--- src/rtl/sw_autorepeat_pkg.sv ---
// sw_autorepeat_pkg: shared state/direction types and ms-to-cycle conversion for the autorepeat block.
package sw_autorepeat_pkg;

    typedef enum logic [1:0] {IDLE, DELAY, REPEAT, FAST} ar_state_t;

    typedef enum logic {UP, DOWN} dir_t;

    function automatic int unsigned ms_to_cycles(input int unsigned freq, input int unsigned ms);
        int unsigned c;
        c = freq / 1000 * ms;
        return (c == 0) ? 1 : c;
    endfunction

endpackage

--- src/rtl/sw_tick_timer.sv ---
// sw_tick_timer: loadable down-counter; expire_o is high while the count sits at 1.
module sw_tick_timer #(
    parameter int W = 27
) (
    input  logic         clk_i,
    input  logic         reset_i,
    input  logic         load_i,
    input  logic [W-1:0] value_i,
    output logic         expire_o
);

    logic [W-1:0] cnt;

    // expire is predicted one cycle ahead so it lines up with cnt == 1 while staying registered
    always_ff @(posedge clk_i) begin
        if (reset_i) begin
            cnt      <= '0;
            expire_o <= 1'b0;
        end else if (load_i) begin
            cnt      <= value_i;
            expire_o <= value_i == W'(1);
        end else if (cnt != '0) begin
            cnt      <= cnt - 1'b1;
            expire_o <= cnt == W'(2);
        end else begin
            expire_o <= 1'b0;
        end
    end

endmodule

--- src/rtl/sw_autorepeat.sv ---
// sw_autorepeat: hold-to-repeat up/down step pulse generator; accelerated FAST stage built when SW_AUTOREPEAT_FAST_EN is defined.
module sw_autorepeat
    import sw_autorepeat_pkg::*;
#(
    parameter int unsigned CLOCK_FREQ     = 100_000_000,
    parameter int unsigned DELAY_MS       = 500,
    parameter int unsigned REPEAT_MS      = 100,
    parameter int          FAST_AFTER     = 8,
    parameter int unsigned FAST_REPEAT_MS = 25,
    parameter int          WIDTH_TIMER    = 27
) (
    input  logic clk_i,
    input  logic reset_i,
    input  logic enable_i,
    input  logic up_i,
    input  logic down_i,
    output logic up_pulse_o,
    output logic down_pulse_o,
    output logic held_o
);

    localparam int unsigned DELAY_CYC  = ms_to_cycles(CLOCK_FREQ, DELAY_MS);
    localparam int unsigned REPEAT_CYC = ms_to_cycles(CLOCK_FREQ, REPEAT_MS);
    localparam int unsigned FAST_CYC   = ms_to_cycles(CLOCK_FREQ, FAST_REPEAT_MS);
    localparam logic [WIDTH_TIMER-1:0] DELAY_V  = WIDTH_TIMER'(DELAY_CYC);
    localparam logic [WIDTH_TIMER-1:0] REPEAT_V = WIDTH_TIMER'(REPEAT_CYC);
    localparam logic [WIDTH_TIMER-1:0] FAST_V   = WIDTH_TIMER'(FAST_CYC);

    if (FAST_AFTER < 1 || (64'(DELAY_CYC) >> WIDTH_TIMER) != 64'd0) begin : g_param_err
        $error("sw_autorepeat: FAST_AFTER must be >= 1 and WIDTH_TIMER must hold DELAY_CYC");
    end

    ar_state_t state, state_n;
    dir_t dir, dir_n;
    logic pulse, load, expire, dir_in, opp_in, abort;
    logic [WIDTH_TIMER-1:0] load_val;

`ifdef SW_AUTOREPEAT_FAST_EN
    localparam int RW = $clog2(FAST_AFTER + 1);
    logic [RW-1:0] rep_cnt, rep_n;

    always_ff @(posedge clk_i) begin
        if (reset_i) rep_cnt <= '0;
        else rep_cnt <= rep_n;
    end
`endif

    sw_tick_timer #(.W(WIDTH_TIMER)) u_timer (
        .clk_i    (clk_i),
        .reset_i  (reset_i),
        .load_i   (load),
        .value_i  (load_val),
        .expire_o (expire)
    );

    assign dir_in = (dir == UP) ? up_i : down_i;
    assign opp_in = (dir == UP) ? down_i : up_i;
    assign abort  = !enable_i || !dir_in || opp_in;

    // abort always wins over a same-cycle expiry, so a release never yields a late pulse
    always_comb begin
        state_n  = state;
        dir_n    = dir;
        pulse    = 1'b0;
        load     = 1'b0;
        load_val = REPEAT_V;
`ifdef SW_AUTOREPEAT_FAST_EN
        rep_n    = rep_cnt;
`endif
        case (state)
            IDLE: if (enable_i && (up_i ^ down_i)) begin
                state_n  = DELAY;
                dir_n    = up_i ? UP : DOWN;
                pulse    = 1'b1;
                load     = 1'b1;
                load_val = DELAY_V;
            end
            DELAY: if (abort) state_n = IDLE;
            else if (expire) begin
                state_n = REPEAT;
                pulse   = 1'b1;
                load    = 1'b1;
`ifdef SW_AUTOREPEAT_FAST_EN
                rep_n   = RW'(1);
                if (FAST_AFTER <= 1) begin
                    state_n  = FAST;
                    load_val = FAST_V;
                end
`endif
            end
            REPEAT: if (abort) state_n = IDLE;
            else if (expire) begin
                pulse = 1'b1;
                load  = 1'b1;
`ifdef SW_AUTOREPEAT_FAST_EN
                if (int'(rep_cnt) + 1 >= FAST_AFTER) begin
                    state_n  = FAST;
                    load_val = FAST_V;
                    rep_n    = RW'(FAST_AFTER);
                end else begin
                    rep_n = rep_cnt + 1'b1;
                end
`endif
            end
            FAST: if (abort) state_n = IDLE;
            else if (expire) begin
                pulse    = 1'b1;
                load     = 1'b1;
                load_val = FAST_V;
            end
            default: state_n = IDLE;
        endcase
    end

    always_ff @(posedge clk_i) begin
        if (reset_i) begin
            state        <= IDLE;
            dir          <= UP;
            up_pulse_o   <= 1'b0;
            down_pulse_o <= 1'b0;
            held_o       <= 1'b0;
        end else begin
            state        <= state_n;
            dir          <= dir_n;
            up_pulse_o   <= pulse && dir_n == UP;
            down_pulse_o <= pulse && dir_n == DOWN;
            held_o       <= state_n != IDLE;
        end
    end

endmodule

--- config.mk ---
export PLATFORM = sky130hd
export DESIGN_NAME = sw_autorepeat
export DESIGN_NICKNAME = d
export VERILOG_FILES = /design/src/rtl/sw_autorepeat_pkg.sv /design/src/rtl/sw_tick_timer.sv /design/src/rtl/sw_autorepeat.sv
export SDC_FILE = /design/constraint.sdc
export NUM_CORES = 1
export LEC_CHECK = 0
export CAP_MARGIN = 10
export CORE_MARGIN = 3
export CORE_UTILIZATION = 40
export CTS_CLUSTER_SIZE = 10
export DETAILED_ROUTE_END_ITERATION = 6
export GPL_TIMING_DRIVEN = 0
export HOLD_SLACK_MARGIN = 0.02
export SLEW_MARGIN = 10
export SYNTH_ARGS = -nofsm -noshare
export SYNTH_HDL_FRONTEND = slang
export SYNTH_HIERARCHICAL = 1
export SYNTH_SLANG_ARGS = --single-unit
export TNS_END_PERCENT = 50
--- constraint.sdc ---
create_clock -name clk_i -period 2.4 [get_ports clk_i]
set_input_delay 0.6 -clock clk_i [delete_from_list [all_inputs] [get_ports clk_i]]
set_output_delay 0.6 -clock clk_i [all_outputs]
set_load 0.02 [all_outputs]
# Yosys cells after proc, flatten, opt, wreduce, memory -nomap -nowiden
# Cells that the tools add are included.
# totals
reg_bits,34
latchBits,0
mem_bits_rw,0
rom_bits,0
out_inout_bits,3
elab_cells,50
memories,0
# classes
n_addsub,1
n_mul,0
div,0
magnitude_cmp,0
eq_ne,5
n_shift,0
muxes,22
bitwise_logic,2
n_reduce_logical,13
# ops
cell,count
27-bit 2-to-1 mux,2
26-bit one-hot mux with 2 select lines,1
24-bit 2-to-1 mux,2
27-bit by 2-bit equality test with 1-bit output (second input constant),1
27-bit nonzero test,1
27-bit by 1-bit subtractor with 27-bit output (second input constant),1
26-bit by 1-bit equality test with 1-bit output (second input constant),1
26-bit 2-to-1 mux,1
1-bit 2-to-1 mux,10
2-bit 2-to-1 mux,4
2-bit one-hot mux with 3 select lines,1
2-bit equality test (second input constant),2
2-bit nonzero test,2
1-bit logical AND,3
3-bit OR reduction,1
2-bit by 1-bit equality test with 1-bit output (second input constant),1
1-bit zero test,2
2-bit zero test,1
1-bit logical OR,2
1-bit one-hot mux with 2 select lines,1
2-bit OR reduction,1
1-bit inverter,1
1-bit XOR,1

# Longest topological paths before layout
# Gate-level depths: netlist (run 1).
# logic_depth
word_depth,8
depth_mapped,11
ltp_nobuf,10

# Modules after synthesis
# The synthesis (run 1) kept the hierarchy.
# modules_own_cells
module,n_inst,cells_each,area_per_inst_um2,seq_area_each_um2
sw_tick_timer,1,189,1546.5,560.5
sw_autorepeat,1,59,476.7,120.1

# Worst setup path before layout (run 1)
# Ideal clock, no wire load.
# synth_path
path_type,flip-flop to flip-flop
start,register state[1]
end,register u_timer.cnt[10]
t_arrival_ps,2089
slack_ps,237
path_stages_with_launch,11
n_path_buf,2
synth_period_minus_slack_ps,2163
path_cell_list,dfxtp_1 > inv_1 > ha_1 > a21o_2 > a2bb2oi_1 > nor2b_1 > clkbuf_1 > nor2_1 > nand2_1 > clkbuf_1 > o21ai_0
# synth_between
elab_chain_cells,4
# synth_rtl
element,line,text
start: declaration,sw_autorepeat.sv:33,"ar_state_t state, state_n;"
start signal: assignment,sw_autorepeat.sv:123,state <= state_n;
2-bit equality test or 2-bit by 1-bit equality test with 1-bit output (tied branches),sw_autorepeat.sv:70,case (state)
3-bit OR reduction (no line),-,
1-bit one-hot mux with 2 select lines *,sw_autorepeat.sv:70,
via load,sw_autorepeat.sv:35,"logic pulse, load, expire, dir_in, opp_in, abort;"
27-bit 2-to-1 mux or 2-bit nonzero test (tied branches),-,
end signal: assignment,sw_tick_timer.sv:20,cnt <= value_i;
end signal: assignment,sw_tick_timer.sv:23,cnt <= cnt - 1'b1;
end: declaration,sw_tick_timer.sv:12,logic [W-1:0] cnt;
# Mark *: on every way through the listed nets, which the timed path passes. The rest lies on a longest branch.
# A chain may end at the register's enable or synchronous reset.

# Worst setup path in the final report (run 1)
# layout_path
start,input up_i
end,register u_timer.expire_o
# layout_rtl
element,line,text
start: declaration,sw_autorepeat.sv:15,"input logic up_i,"
1-bit 2-to-1 mux,sw_autorepeat.sv:56,assign dir_in = (dir == UP) ? up_i : down_i;
1-bit zero test,sw_autorepeat.sv:58,assign abort = !enable_i || !dir_in || opp_in;
1-bit logical OR (2 in series),sw_autorepeat.sv:58,
1-bit 2-to-1 mux,sw_autorepeat.sv:91,REPEAT: if (abort) state_n = IDLE;
1-bit one-hot mux with 2 select lines *,sw_autorepeat.sv:70,
via load,sw_autorepeat.sv:35,
1-bit 2-to-1 mux *,sw_tick_timer.sv:19,end else if (load_i) begin
end signal: assignment,sw_tick_timer.sv:18,expire_o <= 1'b0;
end signal: assignment,sw_tick_timer.sv:21,expire_o <= value_i == W'(1);
end signal: assignment,sw_tick_timer.sv:24,expire_o <= cnt == W'(2);
end: declaration,sw_tick_timer.sv:9,output logic expire_o
# Marks and branches as above.

==> results.md, run 1 <==
* CP startpoint: up_i
* Setup WS post-layout at 0.0437 ns
* Area delta synth->final at 21.3%
* Arr. time, crit path at 2.58 ns
* Max H-tree Level at 2
* Synth area leader: dfxtp_1
* R2R Path End: u_timer/expire_o$_SDFF_PP0_
* Hold_sp: u_timer/cnt[26]$_SDFFE_PP0P_
* R2r startpoint: state[1]$_SDFF_PP0_
* Initial Util at 42.0%
* HPWL Detailed at 3.45 mm
* Worst R2R Setup Slack at 0.09 ns
* Total global routing overflow at 0
* Residual DRC at 0
* Slew HR at 60.8%
* Leakage at 0.915 nW
* Synth Area in XOR/XNOR at 6.93%
* Iter 0 DRT Violations at 140
* Crit path max-delay cell type: clkdlybuf4s50_1
* Pre-CTS setup slack at -0.958 ns
* Startpoint Class: input port
* Post-route minimum period at 2.36 ns
* Count leader, synth: dfxtp_1
* Syn avg cell area at 8.16 um2
* Maximum capacitance violations at 0
* Clock Skews at 0.00704 ns
* Layout cell share with drive strength beyond 1 at 12.9%
* CP Cell Sequence: clkdlybuf4s50_1 -> and2b_1 -> a2bb2oi_4 -> nor2b_4 -> or4_1 -> nor3_2 -> a31oi_1 -> nor2_1
* DIE HEIGHT at 77.1 um
* Reg2Reg Depth at 9
* Post-synthesis mux area share at 0.557%
* Pins Over Slew Limit at 0
* Main combinational cell family by area after synthesis: simple AND/OR/NAND/NOR gates
* Hold Buf Count CTS at 0
* Port buffer count at 6
* Initial antenna violation count at 0
* Fraction of registers with async set/reset at 0%
* Clock Tree Root: clkbuf_8
* Synth Warn # at 6
* Worst vdd ir at 0.411 mV
* Overall power at 2.07 mW
* Worst Setup End Kind: flop
* Via count at 1877
* Final layout net count at 298
* Post-synth EDFFs at 0
* Vias in the first global route at 1735
* CTS max path bufs at 2
* Final Hold Fails at 0
* Post-Syn Area at 2020 um2
* Status: completed
* RSZ-0062 raised after global routing: yes
* Vias/cell at 5.30
* Setup violators final at 0
* Clk sinks at 34
* Die Width at 77.1 um
* CP Depth at 8
* CTS tree: yes
* Synth top cells by count: dfxtp_1, nand2_1, o21ai_0, nor4_1, xnor2_1
* Die ar. at 5950 um2
* Final wirelength at 5.00 mm
* Worst path bufs/invs at 1
* WS Path Type: input port to flop
* CP delay by family, top: simple AND/OR/NAND/NOR gates
* Antenna diodes at 0
* Number of synthesized register bits at 34
* First-pass DRT Iterations at 4
* Compound-Gate Fraction of Synth Area at 22.1%
* RePlAce Congestion at 0.771
* Sequential-to-total area share from yosys stat at 33.6%
* Pwr/cell area at 842 nW/um2
* CP Max Fanout at 9
* Largest net degree at the start of global routing at 11
* Mapped Cells at 248
* FMAX at 0.424 GHz
* Min-delay worst type: flop to flop
* CTS Buf Count at 5
* Setup crit end: u_timer/expire_o$_SDFF_PP0_
* # IOs at 8
* First-pass GRT wire length at 8.50 mm
* Global Route Usage Sum at 17.7%
* Synth top area cells: dfxtp_1, xnor2_1, nor4_1
* CP max stage delay at 0.57 ns
* Synthesized-area fraction occupied by adder cells at 4.33%
* Post-DR wirelength/cell at 14.1 um
* Top-area cell type share of the netlist area at 33.6%
* Row cnt at 25
* Post-synth cell types at 53
* Final Cycle Share at 98.2%
* Synthesized-area fraction occupied by and/or/nand/nor cells at 26.8%
* Core Area at 4820 um2
* CP required at 2.62 ns
* Slew @ Worst Pin at 0.582 ns
* CTS clk-pin slew, worst paths at 0.07 ns
* Post-DRT Antenna Nets at 0
* Post-synth top flop: dfxtp_1
* Clock latency on the worst-skew pair at 0.29 ns
[cells by family (layout without fill, tap and decap cells)]
logic type      count (synthesis)  in the layout
simple gates                  100            100
compound gates                 65             65
flops                          34             34
buf+inv                        23             42
xor+xnor                       16             16
fa+ha+maj                       7              7
other cells                     2             22
mux                             1              1
[report_power, final]
part,total (mW),internal [mW],switching [mW],leakage (nW)
Sequential,0.788,0.670,0.118,0.279
Combinational,0.776,0.351,0.425,0.579
Clock,0.503,0.290,0.213,0.0575
Total,2.07,1.31,0.756,0.915
[final cells by class]
type / instances / area [um2]
well taps: 67 / 83.8
inverters: 13 / 48.8
plain buffers: 9 / 60.1
repair buffers: 12 / 105
flip-flops and latches: 34 / 681
multi-input cells: 211 / 1370
clock buffers: 8 / 110
fillers: 490 / 2360
[layer usage]
metal  track usage, %  vias to the layer above  share of wire, %
li1                 -                      974                 -
met1             25.1                      860                50
met2             27.0                       38                43
met3             3.87                        5               5.2
met4             4.27                        0              0.94
met5                0                        -                 0
[repair_timing]
action / in CTS / in global routing
pin swaps: 1 / 0
buffers inserted: 3 / 3
endpoints found under the setup margin: 22 / 26
resized for setup: 8 / 10
[through the flow]
step	TNS (ns)	utilization (%)	std cells	hold WS, ns	instance area [um2]
floorplan	0	-	268	0.471	2100
global placement	-15.60	46.5	341	0.490	2240
detailed placement	-16.56	46.5	341	0.490	2240
CTS	0	49.7	351	0.507	2400
global route	-0.0715	51.0	354	0.536	2450
finish	0	51.0	354	0.505	2450
[layout by cell type, fill, tap and decap left out, types with 2 or more instances in the layout]
cell / synthesis / final
a21oi_1: 13 / 12
a31oi_1: 2 / 2
a32o_1: 2 / 2
a32oi_1: 4 / 4
and2b_1: 2 / 2
buf_2: 1 / 2
buf_4: 1 / 7
buf_6: 2 / 2
clkbuf_1: 6 / 2
clkbuf_8: 0 / 8
clkdlybuf4s50_1: 0 / 6
conb_1: 2 / 22
dfxtp_1: 34 / 34
ha_1: 7 / 7
inv_1: 13 / 13
nand2_1: 22 / 22
nand2b_1: 2 / 2
nand3_1: 6 / 6
nand4_1: 2 / 2
nor2_1: 14 / 12
nor3_1: 11 / 10
nor4_1: 16 / 15
nor4b_1: 2 / 2
o21a_1: 4 / 4
o21ai_0: 18 / 17
o21ai_1: 1 / 2
o31a_1: 3 / 3
o31ai_1: 3 / 3
o41ai_1: 4 / 4
or2_2: 2 / 2
or3_1: 6 / 6
or4_1: 4 / 4
xnor2_1: 15 / 15
[worst min-delay path by stage]
stage | cells past startpoint | slack (ns) | end
final | 1 | 0.50 | u_timer/cnt[26]$_SDFFE_PP0P_
after global routing | 1 | 0.54 | u_timer/cnt[26]$_SDFFE_PP0P_
after CTS | 1 | 0.51 | u_timer/cnt[26]$_SDFFE_PP0P_
after detailed placement | 1 | 0.49 | u_timer/cnt[26]$_SDFFE_PP0P_
after global placement | 1 | 0.49 | u_timer/cnt[26]$_SDFFE_PP0P_
after floorplan | 1 | 0.47 | u_timer/cnt[26]$_SDFFE_PP0P_
[worst register-to-register path, stage by stage, from the launching register on]
cell	delay, ns
dfxtp_1	0.44
inv_1	0.11
ha_1	0.26
o21ai_1	0.26
a2bb2oi_4	0.22
nor2b_4	0.10
or4_1	0.52
nor3_2	0.15
a31oi_1	0.11
nor2_1	0.08
[registers in the layout (all words and copies together), names as in the netlist]
| name | cells |
|---|---|
| u_timer/cnt | 27 |
| down_pulse_o | 1 |
| state | 2 |
| up_pulse_o | 1 |
| u_timer/expire_o | 1 |
| held_o | 1 |
| dir | 1 |
Note: power is estimated with default switching activity, not from simulation.
==> inputs of run 2 (changes only) <==
--- a/config.mk
+++ b/config.mk
@@ -5,9 +5,9 @@
 export SDC_FILE = /design/constraint.sdc
 export NUM_CORES = 1
 export LEC_CHECK = 0
-export CAP_MARGIN = 10
 export CORE_MARGIN = 3
-export CORE_UTILIZATION = 40
+export CORE_UTILIZATION = 37
+export CTS_CLUSTER_DIAMETER = 100
 export CTS_CLUSTER_SIZE = 10
 export DETAILED_ROUTE_END_ITERATION = 6
 export GPL_TIMING_DRIVEN = 0
==> run 2 against run 1 <==
Compared with the run above: hold slack improved by 0.0045 ns; critical path type is now flop to flop; critical endpoint unchanged; critical path depth rose by 2; count of clock-buffer cells in the layout fell by 1; final cell count did not move; highest routed layer unchanged; sequential power barely moved; routed wire length fell by 2.4%; core utilization fell by 4.7 points; die area rose by 7.5%; largest cell class unchanged.
==> results.md, run 2 (synthesis results as in run 1) <==
* Vias/cell at 5.15 (was 5.30)
* CP required at 2.61 ns (was 2.62 ns)
* Hold-critical path depth at 1 (unchanged)
* Worst R2R Setup Slack at 0.16 ns (was 0.09 ns)
* Arr. time, crit path at 2.45 ns (was 2.58 ns)
* Hold_sp: u_timer/cnt[26]$_SDFFE_PP0P_ (unchanged)
* CTS tree: yes (unchanged)
* Via count at 1824 (was 1877)
* Min-delay worst type: flop to flop (unchanged)
* Worst vdd ir at 0.396 mV (was 0.411 mV)
* Setup WS post-layout at 0.160 ns (was 0.0437 ns)
* Final Hold Fails at 0 (unchanged)
* Biggest regs: u_timer/cnt: 27 flops, state: 2 flops (unchanged)
* CTS max path bufs at 2 (unchanged)
* Die ar. at 6390 um2 (was 5950 um2)
* Post-DRT Antenna Nets at 0 (unchanged)
* Layout cell share with drive strength beyond 1 at 10.9% (was 12.9%)
* Row cnt at 26 (was 25)
* Most common cell after layout, fill and taps aside: dfxtp_1 (unchanged)
* Most frequent cells in the layout: dfxtp_1, nand2_1, conb_1 (unchanged)
* Antenna diodes at 0 (unchanged)
* Clk sinks at 34 (unchanged)
* Util after Layout at 46.2% (was 51.0%)
* Post-DR wirelength/cell at 13.8 um (was 14.1 um)
* WL met3 at 152 um (was 258 um)
* Top Layer Used: met4 (unchanged)
* R2r startpoint: state[1]$_SDFF_PP0_ (unchanged)
* WL met2 at 2.19 mm (was 2.17 mm)
* Die Width at 79.9 um (was 77.1 um)
* Core Area at 5200 um2 (was 4820 um2)
* Initial Util at 38.9% (was 42.0%)
* Max reg flops at 27 (unchanged)
* Slew @ Worst Pin at 0.547 ns (was 0.582 ns)
* Final wirelength at 4.88 mm (was 5.00 mm)
* Overall power at 2.05 mW (was 2.07 mW)
* Largest net degree at the start of global routing at 11 (unchanged)
* Residual DRC at 0 (unchanged)
* Vias in the first global route at 1690 (was 1735)
* CTS clk-pin slew, worst paths at 0.07 ns (about the same)
* Total global routing overflow at 0 (unchanged)
* Reg2Reg Depth at 10 (was 9)
* Area delta synth->final at 18.9% (was 21.3%)
* Global Route Usage Sum at 16.2% (was 17.7%)
* Status: completed (unchanged)
* Pins Over Slew Limit at 0 (unchanged)
* # IOs at 8 (unchanged)
* CP Max Fanout at 10 (was 9)
* Pre-CTS setup slack at -0.904 ns (was -0.958 ns)
* Post-route minimum period at 2.24 ns (was 2.36 ns)
* Worst hold endpoint: u_timer/cnt[26]$_SDFFE_PP0P_ (unchanged)
* Pwr/cell area at 853 nW/um2 (was 842 nW/um2)
* FILL cells at 533 (was 490)
* FMAX at 0.446 GHz (was 0.424 GHz)
* Clock latency on the worst-skew pair at 0.28 ns (was 0.29 ns)
* Metal1 wirelength at 2.51 mm (was 2.52 mm)
* Register with the highest flop count: u_timer/cnt (unchanged)
* CTS Buf Count at 5 (unchanged)
* WS Path Type: flop to flop (was input port to flop)
* Slew HR at 63.2% (was 60.8%)
* Max H-tree Level at 2 (unchanged)
* DIE HEIGHT at 79.9 um (was 77.1 um)
* HPWL Detailed at 3.44 mm (was 3.45 mm)
* RePlAce Congestion at 0.745 (was 0.771)
* First-pass DRT Iterations at 4 (unchanged)
* Setup violators final at 0 (unchanged)
* Startpoint Class: flop (was input port)
* Leakage at 0.896 nW (was 0.915 nW)
* Worst Setup End Kind: flop (unchanged)
* Iter 0 DRT Violations at 164 (was 140)
* Port buffer count at 6 (unchanged)
* Final layout net count at 295 (was 298)
* R2R Path End: u_timer/expire_o$_SDFF_PP0_ (unchanged)
* RSZ-0062 raised after global routing: no (was yes)
* Maximum capacitance violations at 0 (unchanged)
* Hold Slack at 0.509 ns (was 0.505 ns)
* First-pass GRT wire length at 8.16 mm (was 8.50 mm)
* Initial antenna violation count at 0 (unchanged)
* Setup_tns at 0 ns (unchanged)
* Final Cycle Share at 93.3% (was 98.2%)
* Clock Tree Root: clkbuf_8 (unchanged)
* Clock Skews at 0.00445 ns (was 0.00704 ns)
-- run 2: worst max path at each step --
stage / from / endpoint / slack [ns] / cells past startpoint
global route: state[1]$_SDFF_PP0_ / u_timer/expire_o$_SDFF_PP0_ / 0.03 / 10
floorplan: state[1]$_SDFF_PP0_ / u_timer/cnt[10]$_SDFFE_PP0P_ / 0.24 / 10
detailed placement: up_i / u_timer/cnt[6]$_SDFFE_PP0P_ / -0.90 / 9
finish: state[1]$_SDFF_PP0_ / u_timer/expire_o$_SDFF_PP0_ / 0.16 / 10
CTS: state[0]$_SDFF_PP0_ / u_timer/expire_o$_SDFF_PP0_ / 0.01 / 10
global placement: up_i / u_timer/cnt[25]$_SDFFE_PP0P_ / -0.92 / 9
-- run 2: timing repair --
| item | 4_1_cts | 5_1_grt |
|---|---|---|
| gates resized for setup | 12 | 4 |
| pin swaps | 1 | 0 |
| setup buffers | 1 | 1 |
| endpoints found under the setup margin | 25 | 18 |
| hold buffers | 0 | 0 |
-- run 2: per-layer routing --
metal  vias to the layer above  global-route usage (%)
met4                         0                    4.39
met1                       817                    22.6
li1                        971                       -
met5                         -                       0
met2                        34                    25.2
met3                         2                    3.16
-- run 2: report_power, final --
| group | internal, mW | switching [mW] | leakage, nW |
|---|---|---|---|
| sequential | 0.670 | 0.116 | 0.280 |
| clock | 0.311 | 0.204 | 0.0524 |
| combinational | 0.337 | 0.413 | 0.564 |
-- run 2: worst max-delay path, stage by stage (launching register included) --
cell	delay, ns
dfxtp_2	0.39
inv_1	0.09
ha_2	0.22
a21o_2	0.20
a2bb2oi_2	0.18
nor2b_1	0.07
clkbuf_4	0.19
or4_1	0.48
nor3_1	0.16
a31oi_1	0.11
nor2_1	0.08
-- run 2: area by class of cell --
type | count | area [um2] | area share [%]
multi-input cells | 211 | 1340 | 55.6
flip-flops and latches | 34 | 683 | 28.4
well taps | 70 | 87.6 | 3.64
clock buffers | 7 | 76.3 | 3.17
repair buffers | 8 | 76.3 | 3.17
plain buffers | 10 | 65.1 | 2.70
inverters | 13 | 48.8 | 2.03
clock inverters | 1 | 30.0 | 1.25
-- run 2: through the flow --
step           instance area (um2)  std cells
2_1_floorplan                 2100        268
4_1_cts                       2390        353
5_1_grt                       2410        354
6_report                      2410        354
3_3_place_gp                  2250        344
3_5_place_dp                  2250        344
==> inputs of run 3 (changes only) <==
--- a/config.mk
+++ b/config.mk
@@ -5,7 +5,6 @@
 export SDC_FILE = /design/constraint.sdc
 export NUM_CORES = 1
 export LEC_CHECK = 0
-export CORE_MARGIN = 3
 export CORE_UTILIZATION = 37
 export CTS_CLUSTER_DIAMETER = 100
 export CTS_CLUSTER_SIZE = 10
==> constraint.sdc (replaced) <==
create_clock -name clk_i -period 2.6 [get_ports clk_i]
set_input_delay 0.65 -clock clk_i [delete_from_list [all_inputs] [get_ports clk_i]]
set_output_delay 0.65 -clock clk_i [all_outputs]
set_load 0.02 [all_outputs]
==> run 3 against run 2 <==
Compared with the run above: first-iteration DRC count shrank 43%; sequential power fell by 8.5%; clock power increased by 19%; global-route usage up 1.9 points; non-clock buffer count unchanged; sequential share of layout area decreased by 0.32 points; largest cell class unchanged; highest routed layer unchanged.
==> results.md, run 3 (synthesis results as in run 1) <==
* Area delta synth->final at 19.9% (was 18.9%)
* Total global routing overflow at 0 (unchanged)
* Slew HR at 62.4% (was 63.2%)
* Status: completed (unchanged)
* Setup crit end: u_timer/expire_o$_SDFF_PP0_ (unchanged)
* Worst Setup End Kind: flop (unchanged)
* CTS tree: yes (unchanged)
* Final Hold Fails at 0 (unchanged)
* CP delay by family, top: simple AND/OR/NAND/NOR gates (unchanged)
* Crit path max-delay cell type: or4_1 (unchanged)
* CP required at 2.82 ns (was 2.61 ns)
* Overall power at 2.02 mW (was 2.05 mW)
* CP startpoint: down_i (was state[1]$_SDFF_PP0_)
* Vias in the first global route at 1767 (was 1690)
* Port buffer count at 6 (unchanged)
* CP max stage delay at 0.51 ns (was 0.48 ns)
* CTS max path bufs at 2 (unchanged)
* Worst R2R Setup Slack at 0.18 ns (was 0.16 ns)
* DIE HEIGHT at 75.9 um (was 79.9 um)
* Largest net degree at the start of global routing at 12 (was 11)
* Clock latency on the worst-skew pair at 0.29 ns (was 0.28 ns)
* First-pass DRT Iterations at 4 (unchanged)
* CTS Buf Count at 5 (unchanged)
* Layout Cell Area excl Fill at 2420 um2 (was 2410 um2)
* Setup violators final at 0 (unchanged)
* R2R Path End: u_timer/expire_o$_SDFF_PP0_ (unchanged)
* Biggest regs: u_timer/cnt: 27 flops, state: 2 flops (unchanged)
* Worst path bufs/invs at 2 (unchanged)
* RSZ-0062 raised after global routing: no (unchanged)
* Layout cell share with drive strength beyond 1 at 9.86% (was 10.9%)
* FILL cells at 511 (was 533)
* Max reg flops at 27 (unchanged)
* Pwr/cell area at 833 nW/um2 (was 853 nW/um2)
* WS Path Type: input port to flop (was flop to flop)
* Global Route Usage Sum at 18.1% (was 16.2%)
* CP Cell Sequence: clkdlybuf4s50_1 -> and2b_1 -> a2bb2oi_2 -> nor2b_1 -> clkbuf_2 -> or4_1 -> nor3_1 -> a31oi_1 -> nor2_1 (was inv_1 -> ha_2 -> a21o_2 -> a2bb2oi_2 -> nor2b_1 -> clkbuf_4 -> or4_1 -> nor3_1 -> a31oi_1 -> nor2_1)
* Slew @ Worst Pin at 0.558 ns (was 0.547 ns)
* HPWL Detailed at 3.41 mm (was 3.44 mm)
* FMAX at 0.407 GHz
* Arr. time, crit path at 2.68 ns (was 2.45 ns)
* Register with the highest flop count: u_timer/cnt (unchanged)
* Via count at 1868 (was 1824)
* Clock Tree Root: clkbuf_8 (unchanged)
* Min-delay worst type: flop to flop (unchanged)
* Final layout net count at 295 (unchanged)
* Antenna diodes at 0 (unchanged)
* First-pass GRT wire length at 8.46 mm (was 8.16 mm)
* Util after Layout at 46.9% (was 46.2%)
* # IOs at 8 (unchanged)
* Setup WS post-layout at 0.140 ns (was 0.160 ns)
* Reg2Reg Depth at 10 (unchanged)
* Setup_tns at 0 ns (unchanged)
* Post-DRT Antenna Nets at 0 (unchanged)
* Initial antenna violation count at 0 (unchanged)
* Pins Over Slew Limit at 0 (unchanged)
* Most common cell after layout, fill and taps aside: dfxtp_1 (unchanged)
* Worst vdd ir at 0.406 mV (was 0.396 mV)
* Post-DR wirelength/cell at 13.7 um (was 13.8 um)
* CP Depth at 9 (was 10)
* DP Area at 2250 um2 (unchanged)
* R2r startpoint: state[1]$_SDFF_PP0_ (unchanged)
* Most frequent cells in the layout: dfxtp_1, nand2_1, conb_1 (unchanged)
* Vias/cell at 5.28 (was 5.15)
* Iter 0 DRT Violations at 94 (was 164)
* Clk sinks at 34 (unchanged)
* Clock Skews at 0.00862 ns (was 0.00445 ns)
* CTS clk-pin slew, worst paths at 0.07 ns (about the same)
* Hold Buf Count CTS at 0 (unchanged)
* Die Width at 75.9 um (was 79.9 um)
* Pre-CTS setup slack at -0.780 ns (was -0.904 ns)
* Initial Util at 39.1% (was 38.9%)
* Leakage at 0.910 nW (was 0.896 nW)
* RePlAce Congestion at 0.775 (was 0.745)
* CP Max Fanout at 10 (unchanged)
* Final Cycle Share at 94.6%
* Core Area at 5170 um2 (was 5200 um2)
* Final wirelength at 4.86 mm (was 4.88 mm)
* Row cnt at 26 (unchanged)
* Startpoint Class: input port (was flop)
* Residual DRC at 0 (unchanged)
* Die ar. at 5770 um2 (was 6390 um2)
* Post-route minimum period at 2.46 ns
* Maximum capacitance violations at 0 (unchanged)
* Max H-tree Level at 2 (unchanged)
run 3: cell types whose count changed in the layout (fill, tap and decap cells not counted), sizes merged:
cell           change
clkbuf             -1
dlygate4sd2        -1
clkdlybuf4s50      +1
bufinv             +1
run 3: power by group:
group | total, mW | internal [mW] | switching, mW | leakage [nW]
Sequential | 0.719 | 0.618 | 0.101 | 0.279
Clock | 0.611 | 0.409 | 0.202 | 0.0714
Combinational | 0.691 | 0.306 | 0.384 | 0.559
run 3: layer usage:
layer,GRT usage [%],routed length (um)
met2,27.7,2100
met1,25.7,2560
met5,0,0
met3,3.98,164
met4,4.42,38
run 3: layout make-up:
class	instances	area [um2]	area share [%]
Multi-Input combinational cell	211	1330	54.6
Sequential cell	34	681	28.1
Tap cell	70	87.6	3.61
Clock buffer	6	82.6	3.41
Timing Repair Buffer	8	77.6	3.20
Buffer	10	62.6	2.58
Clock inverter	2	60.1	2.48
Inverter	13	48.8	2.01
run 3: worst min path at each step:
stage	startpoint	cells after the start	endpoint	slack, ns
final	u_timer/cnt[26]$_SDFFE_PP0P_	1	u_timer/cnt[26]$_SDFFE_PP0P_	0.50
after CTS	u_timer/cnt[26]$_SDFFE_PP0P_	1	u_timer/cnt[26]$_SDFFE_PP0P_	0.51
after global routing	u_timer/cnt[26]$_SDFFE_PP0P_	1	u_timer/cnt[26]$_SDFFE_PP0P_	0.54
after floorplan	u_timer/cnt[26]$_SDFFE_PP0P_	1	u_timer/cnt[26]$_SDFFE_PP0P_	0.47
after detailed placement	u_timer/cnt[26]$_SDFFE_PP0P_	1	u_timer/cnt[26]$_SDFFE_PP0P_	0.49
after global placement	u_timer/cnt[26]$_SDFFE_PP0P_	1	u_timer/cnt[26]$_SDFFE_PP0P_	0.49
run 3: what timing repair did:
action,4_1_cts,5_1_grt
gates resized for setup,6,4
endpoints found under the setup margin,20,11
buffers inserted,2,0
pin swaps,2,0
hold endpoints to repair,0,0
run 3: stage by stage:
step                      hold WS (ns)  std cells
after floorplan                  0.471        268
after global placement           0.486        344
after detailed placement         0.492        344
after CTS                        0.510        354
after global routing             0.544        354
final                            0.504        354
